[src/rtl/cpu_pkg.sv]
// Shared fetch-path types.
//   fetch_entry_t : one queued instruction together with its fetch PC
//   INSTR_BYTES   : PC stride between sequential instructions
package cpu_pkg;
  localparam int INSTR_BYTES = 4;

  typedef struct packed {
    logic [63:0] pc;
    logic [31:0] instr;
  } fetch_entry_t;
endpackage

[src/rtl/fetch_fifo.sv]
// Circular buffer of fetch_entry_t with DEPTH entries, first-word fall-through.
// Ports:
//   clk, reset (async, active low)
//   push/push_data : write one entry at the tail
//   pop            : drop the head entry
//   flush          : empty the buffer; overrides same-cycle push and pop
//   count          : number of valid entries (0..DEPTH)
//   head           : oldest entry, all-zero when empty
module fetch_fifo
  import cpu_pkg::*;
#(
  parameter int DEPTH = 4
) (
  input  logic                     clk,
  input  logic                     reset,
  input  logic                     push,
  input  logic                     pop,
  input  logic                     flush,
  input  fetch_entry_t             push_data,
  output logic [$clog2(DEPTH):0]   count,
  output fetch_entry_t             head
);
  localparam int AW = $clog2(DEPTH);

  fetch_entry_t   mem [DEPTH];
  logic [AW-1:0]  wr_ptr, rd_ptr;

  // DEPTH is a power of two, so pointer overflow is the wrap mod DEPTH.
  always_ff @(posedge clk or negedge reset) begin
    if (!reset) begin
      wr_ptr <= '0;
      rd_ptr <= '0;
      count  <= '0;
    end else if (flush) begin
      wr_ptr <= '0;
      rd_ptr <= '0;
      count  <= '0;
    end else begin
      if (push) wr_ptr <= wr_ptr + AW'(1);
      if (pop)  rd_ptr <= rd_ptr + AW'(1);
      count <= count + (AW+1)'(push) - (AW+1)'(pop);
    end
  end

  always_ff @(posedge clk) begin
    if (push && !flush) mem[wr_ptr] <= push_data;
  end

  assign head = (count != '0) ? mem[rd_ptr] : '0;

  a_no_push_full: assert property (@(posedge clk) disable iff (!reset)
    (push && !flush && !pop) |-> (count != (AW+1)'(DEPTH)));
  a_no_pop_empty: assert property (@(posedge clk) disable iff (!reset)
    (pop && !flush) |-> (count != '0));
endmodule

[src/rtl/if_fetch_queue.sv]
// Instruction-fetch front end: issues sequential in-order imem requests,
// queues returned words with their PCs and hands them to ID (valid/ready).
// A redirect from EX flushes the queue and discards responses still in flight.
// Ports:
//   clk, reset (async, active low)
//   imem_req_valid/ready/addr : fetch request channel
//   imem_rsp_valid/data       : in-order instruction return
//   redirect_valid/pc         : taken branch, refetch from redirect_pc & ~3
//   id_valid/ready/pc/instr   : head of queue toward decode
// Optional build macro FETCH_PERF_EN adds perf_bubble_cnt / perf_flush_cnt.
module if_fetch_queue
  import cpu_pkg::*;
#(
  parameter int          DEPTH     = 4,
  parameter int          MAX_OUTST = 2,
  parameter logic [63:0] RESET_PC  = 64'h0
) (
  input  logic        clk,
  input  logic        reset,
  output logic        imem_req_valid,
  input  logic        imem_req_ready,
  output logic [63:0] imem_req_addr,
  input  logic        imem_rsp_valid,
  input  logic [31:0] imem_rsp_data,
  input  logic        redirect_valid,
  input  logic [63:0] redirect_pc,
  output logic        id_valid,
  input  logic        id_ready,
  output logic [63:0] id_pc,
  output logic [31:0] id_instr
`ifdef FETCH_PERF_EN
  ,
  output logic [31:0] perf_bubble_cnt,
  output logic [31:0] perf_flush_cnt
`endif
);
  localparam int CW = $clog2(DEPTH) + 1;

  logic [63:0]  fetch_pc, rsp_pc, redir_pc;
  logic [CW-1:0] outst, drop_cnt, count;
  logic [CW:0]  inflight;
  logic         req_fire, push, pop;
  fetch_entry_t head, push_entry;

  assign redir_pc = redirect_pc & ~64'h3;

  // Credits cover queued plus in-flight words, so a response always has room.
  assign inflight       = {1'b0, count} + {1'b0, outst};
  assign imem_req_valid = reset && !redirect_valid
                        && (inflight < (CW+1)'(DEPTH))
                        && (outst < CW'(MAX_OUTST));
  assign imem_req_addr  = fetch_pc;
  assign req_fire       = imem_req_valid && imem_req_ready;

  // Redirect voids both ends of the queue in its cycle.
  assign push       = imem_rsp_valid && (drop_cnt == '0) && !redirect_valid;
  assign pop        = id_valid && id_ready && !redirect_valid;
  assign push_entry = '{pc: rsp_pc, instr: imem_rsp_data};

  fetch_fifo #(.DEPTH(DEPTH)) u_fifo (
    .clk       (clk),
    .reset     (reset),
    .push      (push),
    .pop       (pop),
    .flush     (redirect_valid),
    .push_data (push_entry),
    .count     (count),
    .head      (head)
  );

  assign id_valid = (count != '0);
  assign id_pc    = head.pc;
  assign id_instr = head.instr;

  always_ff @(posedge clk or negedge reset) begin
    if (!reset) begin
      fetch_pc <= RESET_PC;
      rsp_pc   <= RESET_PC;
      outst    <= '0;
      drop_cnt <= '0;
    end else begin
      outst <= outst + CW'(req_fire) - CW'(imem_rsp_valid);
      if (redirect_valid) begin
        fetch_pc <= redir_pc;
        rsp_pc   <= redir_pc;
        // Everything still in flight after this cycle belongs to the old path.
        drop_cnt <= outst - CW'(imem_rsp_valid);
      end else begin
        if (req_fire) fetch_pc <= fetch_pc + 64'(INSTR_BYTES);
        if (push)     rsp_pc   <= rsp_pc + 64'(INSTR_BYTES);
        if (imem_rsp_valid && (drop_cnt != '0)) drop_cnt <= drop_cnt - CW'(1);
      end
    end
  end

`ifdef FETCH_PERF_EN
  always_ff @(posedge clk or negedge reset) begin
    if (!reset) begin
      perf_bubble_cnt <= '0;
      perf_flush_cnt  <= '0;
    end else begin
      if (id_ready && !id_valid && (perf_bubble_cnt != '1))
        perf_bubble_cnt <= perf_bubble_cnt + 32'd1;
      if (redirect_valid && (perf_flush_cnt != '1))
        perf_flush_cnt <= perf_flush_cnt + 32'd1;
    end
  end
`endif

  a_rsp_outst: assert property (@(posedge clk) disable iff (!reset)
    imem_rsp_valid |-> (outst != '0));
  a_drop_le_outst: assert property (@(posedge clk) disable iff (!reset)
    drop_cnt <= outst);
endmodule

[config.mk]
export PLATFORM = sky130hd
export DESIGN_NAME = if_fetch_queue
export DESIGN_NICKNAME = d
export VERILOG_FILES = /design/src/rtl/cpu_pkg.sv /design/src/rtl/fetch_fifo.sv /design/src/rtl/if_fetch_queue.sv
export SDC_FILE = /design/constraint.sdc
export NUM_CORES = 1
export LEC_CHECK = 0
export CAP_MARGIN = 20
export CORE_MARGIN = 2
export CORE_UTILIZATION = 35
export CTS_CLUSTER_SIZE = 12
export DETAILED_ROUTE_END_ITERATION = 7
export SYNTH_ARGS = -nofsm -noshare
export SYNTH_HDL_FRONTEND = slang
export SYNTH_SLANG_ARGS = --single-unit
[constraint.sdc]
create_clock -name clk -period 10.6 [get_ports clk]
set_input_delay 1.59 -clock clk [delete_from_list [all_inputs] [get_ports clk]]
set_output_delay 1.59 -clock clk [all_outputs]
set_load 0.02 [all_outputs]
## Word-level counts from Yosys, hierarchy flattened

Memory sizes are Yosys's and may differ from the RTL's.
Index checks and enable logic that the tools add are counted.
W data, S select, Z words.

| operators by class | value |
|---|---|
| multipliers | 0 |
| divide/modulo/power cells | 0 |
| reductions and logical operators | 18 |
| $add $sub $neg | 11 |
| mux-type cells | 14 |
| bitwise logic cells | 0 |
| $lt $le $gt $ge | 2 |
| equal/unequal tests | 0 |
| shift-type cells | 0 |

Operator list:

| operator | count |
|---|---|
| $mux W64 | 4 |
| $add A64 B3 Y64 const B | 2 |
| $mux W96 | 1 |
| $logic_and A1 B1 Y1 | 10 |
| $mux W3 | 3 |
| $sub A3 B1 Y3 | 3 |
| $mux W2 | 4 |
| $reduce_bool A2 Y1 | 4 |
| $add A3 B1 Y3 | 2 |
| $reduce_bool A3 Y1 | 2 |
| $add A2 B1 Y2 const B | 2 |
| $add A3 B3 Y4 | 1 |
| $lt A4 B3 Y1 const B | 1 |
| $logic_not A3 Y1 | 1 |
| $lt A3 B2 Y1 const B | 1 |
| $sub A3 B1 Y3 const B | 1 |
| $mux W1 | 2 |
| $logic_not A1 Y1 | 1 |

| storage, ports and cells | value |
|---|---|
| latch bits | 0 |
| RAM bits | 384 |
| register bits | 141 |
| output and inout port bits | 162 |
| memories | 1 |
| logic and storage cells | 53 |
| input bits | 102 |
| memory bits (read-only) | 0 |

Memory list:

| memory | words | width | read ports | clocked after Yosys merged registers in | write ports | RTL line | RTL |
|---|---|---|---|---|---|---|---|
| u_fifo.mem | 4 | 96 | 1 | 0 | 1 | fetch_fifo.sv:25 | `fetch_entry_t mem [DEPTH];` |

## Depth between registers and ports, before layout

| logic depth | value |
|---|---|
| depth in word-level cells | 7 |
| depth in mapped cells | 13 |

## By module

From an unflattened synthesis, not the netlist that was laid out.

| unflattened totals | value |
|---|---|
| cell total of the unflattened synthesis | 1,509 |
| area total of the unflattened synthesis | 22,560.4 µm² |

By module, submodules not included:

| module | instances | area an instance (µm²) | cells an instance | sequential area each (µm²) |
|---|---|---|---|---|
| fetch_fifo | 1 | 14,886.8 | 646 | 11,706.2 |
| if_fetch_queue | 1 | 7,673.6 | 863 | 3,253.1 |

## Worst setup path after synthesis

Ideal clock, no wire load.

| path | value |
|---|---|
| path type | input-to-reg |
| start | in redirect_valid |
| end | mem u_fifo.mem[0][0] (netlist bit) (enable) |
| setup slack | 5,677 ps |
| arrival | 4,459 ps |
| library setup time | 464 ps |
| stages on the path | 4 |
| path through | clkbuf_1 -> clkinv_1 -> clkbuf_1 -> and3_1 |

| on the way | value |
|---|---|
| cells in the longest elaborated chain, start to end | 5 |

Ends and longest elaborated chain:

| what | RTL line | RTL |
|---|---|---|
| from (decl) | if_fetch_queue.sv:25 | `input logic redirect_valid,` |
| $logic_not A1 Y1 * | fetch_fifo.sv:46, if_fetch_queue.sv:56 |  |
| $logic_and A1 B1 Y1 | if_fetch_queue.sv:56 | `assign push = imem_rsp_valid && (drop_cnt == '0) && !redirect_valid;` |
| $logic_and A1 B1 Y1 * | fetch_fifo.sv:46 | `if (push && !flush) mem[wr_ptr] <= push_data;` |
| $mux W1 * | fetch_fifo.sv:46 |  |
| $mux W1 (implied by the code) * | fetch_fifo.sv:46 |  |
| to (decl) | fetch_fifo.sv:25 |  |

Mark *: on every way between the ends. The rest lies on a longest branch, timed or not.

## Worst setup path after layout

| path | value |
|---|---|
| start | reg u_fifo.rd_ptr[0] |
| end | out id_pc[35] |

| on the way | value |
|---|---|
| cells in the longest elaborated chain, start to end | 2 |

Ends and longest elaborated chain:

| what | RTL line | RTL |
|---|---|---|
| from (decl) | fetch_fifo.sv:26 | `logic [AW-1:0] wr_ptr, rd_ptr;` |
| from (signal assigned) | fetch_fifo.sv:40 | `if (pop) rd_ptr <= rd_ptr + AW'(1);` |
| $mem_v2 Z4 W96 | - |  |
| $mux W96 | fetch_fifo.sv:49 | `assign head = (count != '0) ? mem[rd_ptr] : '0;` |
| to (decl) | if_fetch_queue.sv:29 | `output logic [63:0] id_pc,` |

No other way between the ends.

==> metrics.cfg <==
[status]
status=finished clean

[timing]
slew_headroom_pct=30.24
holdWs_ns=0.5465
setup_viol=0
fin_crit_ns=5.855
tightest_slew_ns=1.046
slew_violations=0
fmax_mhz=170.8
tns_ns=0
rsz0062_at_grt=false
fin_skew_ns=0.03236
hold_viol_final=0
min_period_over_period_pct=55.23

[critical_path]
rrSetupSlack_ns=7.30
r2r-start=outst[2]
cp.required_ns=9.01
worst-setup-path-type=reg -> out
worstRegToRegCells=10
rr_endpoint=outst[2]
cp.arrival_ns=4.26
crit_fanout=43
end_kind=primary output
startpoint_type=flop

[detailed_routing]
drtIter0Drc=909
wire_per_inst_um=22.53
via_count=14180
first_pass_iters=5
routed_wl_um=60370
drc=0
ant_nets=0
vias_per_cell=5.292

[power_and_ir_drop]
switching_share_pct=29.04
power_density_nw_per_um2=214.0
intPower_mw=4.223
leakage_nw=9.396
power.total_mw=5.951
ir_worst_vdd_uv=133.5
share_seq_of_total_power_pct=41.2
clkPwrFrac_pct=33.5
p_sw_mw=1.728
power_frac_comb_pct=25.4

[place]
place.gp.congestion=0.8585
dp_hpwl_um=39320
dpl_cell_area_um2=25830
port_buffers=257

[synth]
synth_edf_count=376
ys_warn_count=0
yosysSeqAreaShare_pct=65.82
synth_top_area_share_pct=50.49
synthTopCellsByCount=376 x edfxtp_1, 137 x dfrtp_1, 125 x nand2_1, 101 x and2_1, 94 x mux4_2
ys_ff_latch=513
syn_avg_cell_area_um2=14.64
synth_top_cell_by_area=edfxtp_1
yosysMostFrequentCell=edfxtp_1
yosys_most_used_dff=edfxtp_1
synth_area_um2=22360
ys_types=54
synth_area_leaders=edfxtp_1 50%, dfrtp_1 15%, mux4_2 9.5%
synth_async_sr_flop_share_pct=26.71
synthCells=1528

[floorplanning]
ios=264
rows=92
start_util_pct=35.45
core_area_um2=63080
die_h_um=256.8
dieArea_um2=65930
fp.dieW_um=256.8

[worst_hold_path]
worstHoldEndpoint=outst[0]
min-delay-start=outst[0]
hold_path_class=reg -> reg
holdPathStages=1

[job]
maxCapViolations=0

[layout]
final_layout_size_suffix_gt1_share_pct=13.63
nets=1908
fin_area_um2=27810
area_growth_pct=24.37
fill_cells=5718
n_antenna_cell=0

[clock_network]
worstSkewPairLatency_ns=0.61
holdBufCountCts=0
cts_tree=done
ctsResizeCount=0
h-tree-depth=2
clk_pin_slew_ns=0.06
clockBufferDepth=3
cts_root_buffer=clkbuf_16
numCtsBuffers=57
postCtsSetupBuffers=0
cts_num_sinks=513

[grt]
grt_pass1_vias=14320
grt.overflow.total=0
grt_pass1_wl_um=90960
grt_antenna_before_repair=3
grt_max_degree=98
track_usage_pct=18.20

## per-layer routing
metal | vias up | share of wire (%) | wire (µm) | GRT usage, %
li1 | 6360 | - | - | -
met1 | 7237 | 43 | 26160 | 24.53
met2 | 480 | 47 | 28290 | 28.88
met3 | 106 | 6.5 | 3922 | 4.172
met4 | 0 | 3.3 | 2004 | 6.508
met5 | - | 0 | 0 | 0
## flip-flops by register name (all words and copies together) (netlist names)
name           cells
u_fifo.count       3
u_fifo.wr_ptr      2
u_fifo.rd_ptr      2
outst              3
rsp_pc            62
drop_cnt           3
u_fifo.mem       376
imem_req_addr     62
## cells by family (layout without fill, tap and decap cells)
| logic type | Yosys count | after routing | share of synthesized area [%] |
|---|---|---|---|
| AND/OR/NAND/NOR | 534 | 534 | 12.86 |
| adder cells (fa/ha/maj) | 19 | 19 | 1.130 |
| XOR/XNOR | 80 | 80 | 3.133 |
| buffers and inverters | 106 | 409 | 1.891 |
| AO/OA/AOI/OAI | 150 | 150 | 4.146 |
| flip-flops | 513 | 513 | 65.82 |
| other | 1 | 4 | 0.01677 |
| multiplexers | 125 | 125 | 11.01 |
## power by group through the flow
| stage | Combinational [mW] | Clock [mW] | Sequential (mW) |
|---|---|---|---|
| after detailed placement | 1.55 | 0 | 2.49 |
| after CTS | 1.56 | 2.04 | 2.45 |
| after floorplan | 0.895 | 0 | 2.44 |
| after global placement | 1.54 | 0 | 2.48 |
| final | 1.51 | 1.99 | 2.45 |
| after global routing | 1.63 | 2.12 | 2.47 |
## how the worst max path moves through the flow
| stage | from | endpoint | slack, ns | depth (start not counted) |
|---|---|---|---|---|
| CTS | u_fifo.rd_ptr[0] | id_pc[34] | 4.50 | 5 |
| detailed placement | u_fifo.rd_ptr[0] | id_pc[34] | 5.17 | 5 |
| floorplan | redirect_valid | u_fifo.mem[0][0] | 5.68 | 4 |
| global route | u_fifo.rd_ptr[0] | id_pc[34] | 4.35 | 5 |
| global placement | u_fifo.rd_ptr[0] | id_pc[34] | 5.16 | 5 |
| finish | u_fifo.rd_ptr[0] | id_pc[35] | 4.75 | 5 |
## worst max-delay path, cell delays in order (launching register included)
cell,delay (ns)
dfrtp_4,0.82
buf_4,0.62
buf_4,0.82
mux4_2,0.59
and2_1,0.17
clkdlybuf4s50_1,0.60
## stage by stage
step	utilization, %	cells	setup slack (ns)
floorplan	-	1531	5.677
global placement	40.95	2571	5.159
detailed placement	40.95	2571	5.171
finish	44.09	2680	4.745
global route	44.09	2680	4.350
CTS	43.96	2677	4.501
## cell type report
cell class | count | area, µm² | area share [%]
Sequential cell | 513 | 14730 | 52.95
Timing Repair Buffer | 275 | 2766 | 9.946
Clock buffer | 76 | 1600 | 5.754
Inverter | 28 | 105.1 | 0.3779
Tap cell | 846 | 1059 | 3.806
Clock inverter | 30 | 299.0 | 1.075
Multi-Input combinational cell | 912 | 7257 | 26.09
## cell usage in the layout (no fill, tap or decap), drive strengths merged, types with 2 or more instances in the layout
master	count
and3	31
nor4b	2
nand3	80
clkdlybuf4s50	255
nand4	47
nor3	29
xnor2	47
or3	6
mux2	27
nand3b	2
bufinv	6
or2	7
buf	20
o31a	2
dfrtp	137
or4	5
clkinv	21
o311ai	16
mux4	94
o211ai	23
clkbuf	76
conb	4
nand2	125
nor4	16
o21ai	72
clkinvlp	2
nand2b	3
a41oi	4
and4	11
inv	29
a21oi	13
ha	17
nor2	64
and2	101
a31oi	14
mux2i	4
xor2	33
edfxtp	376
fa	2
nor2b	2
No activity file was read; power rests on OpenSTA's default activity.
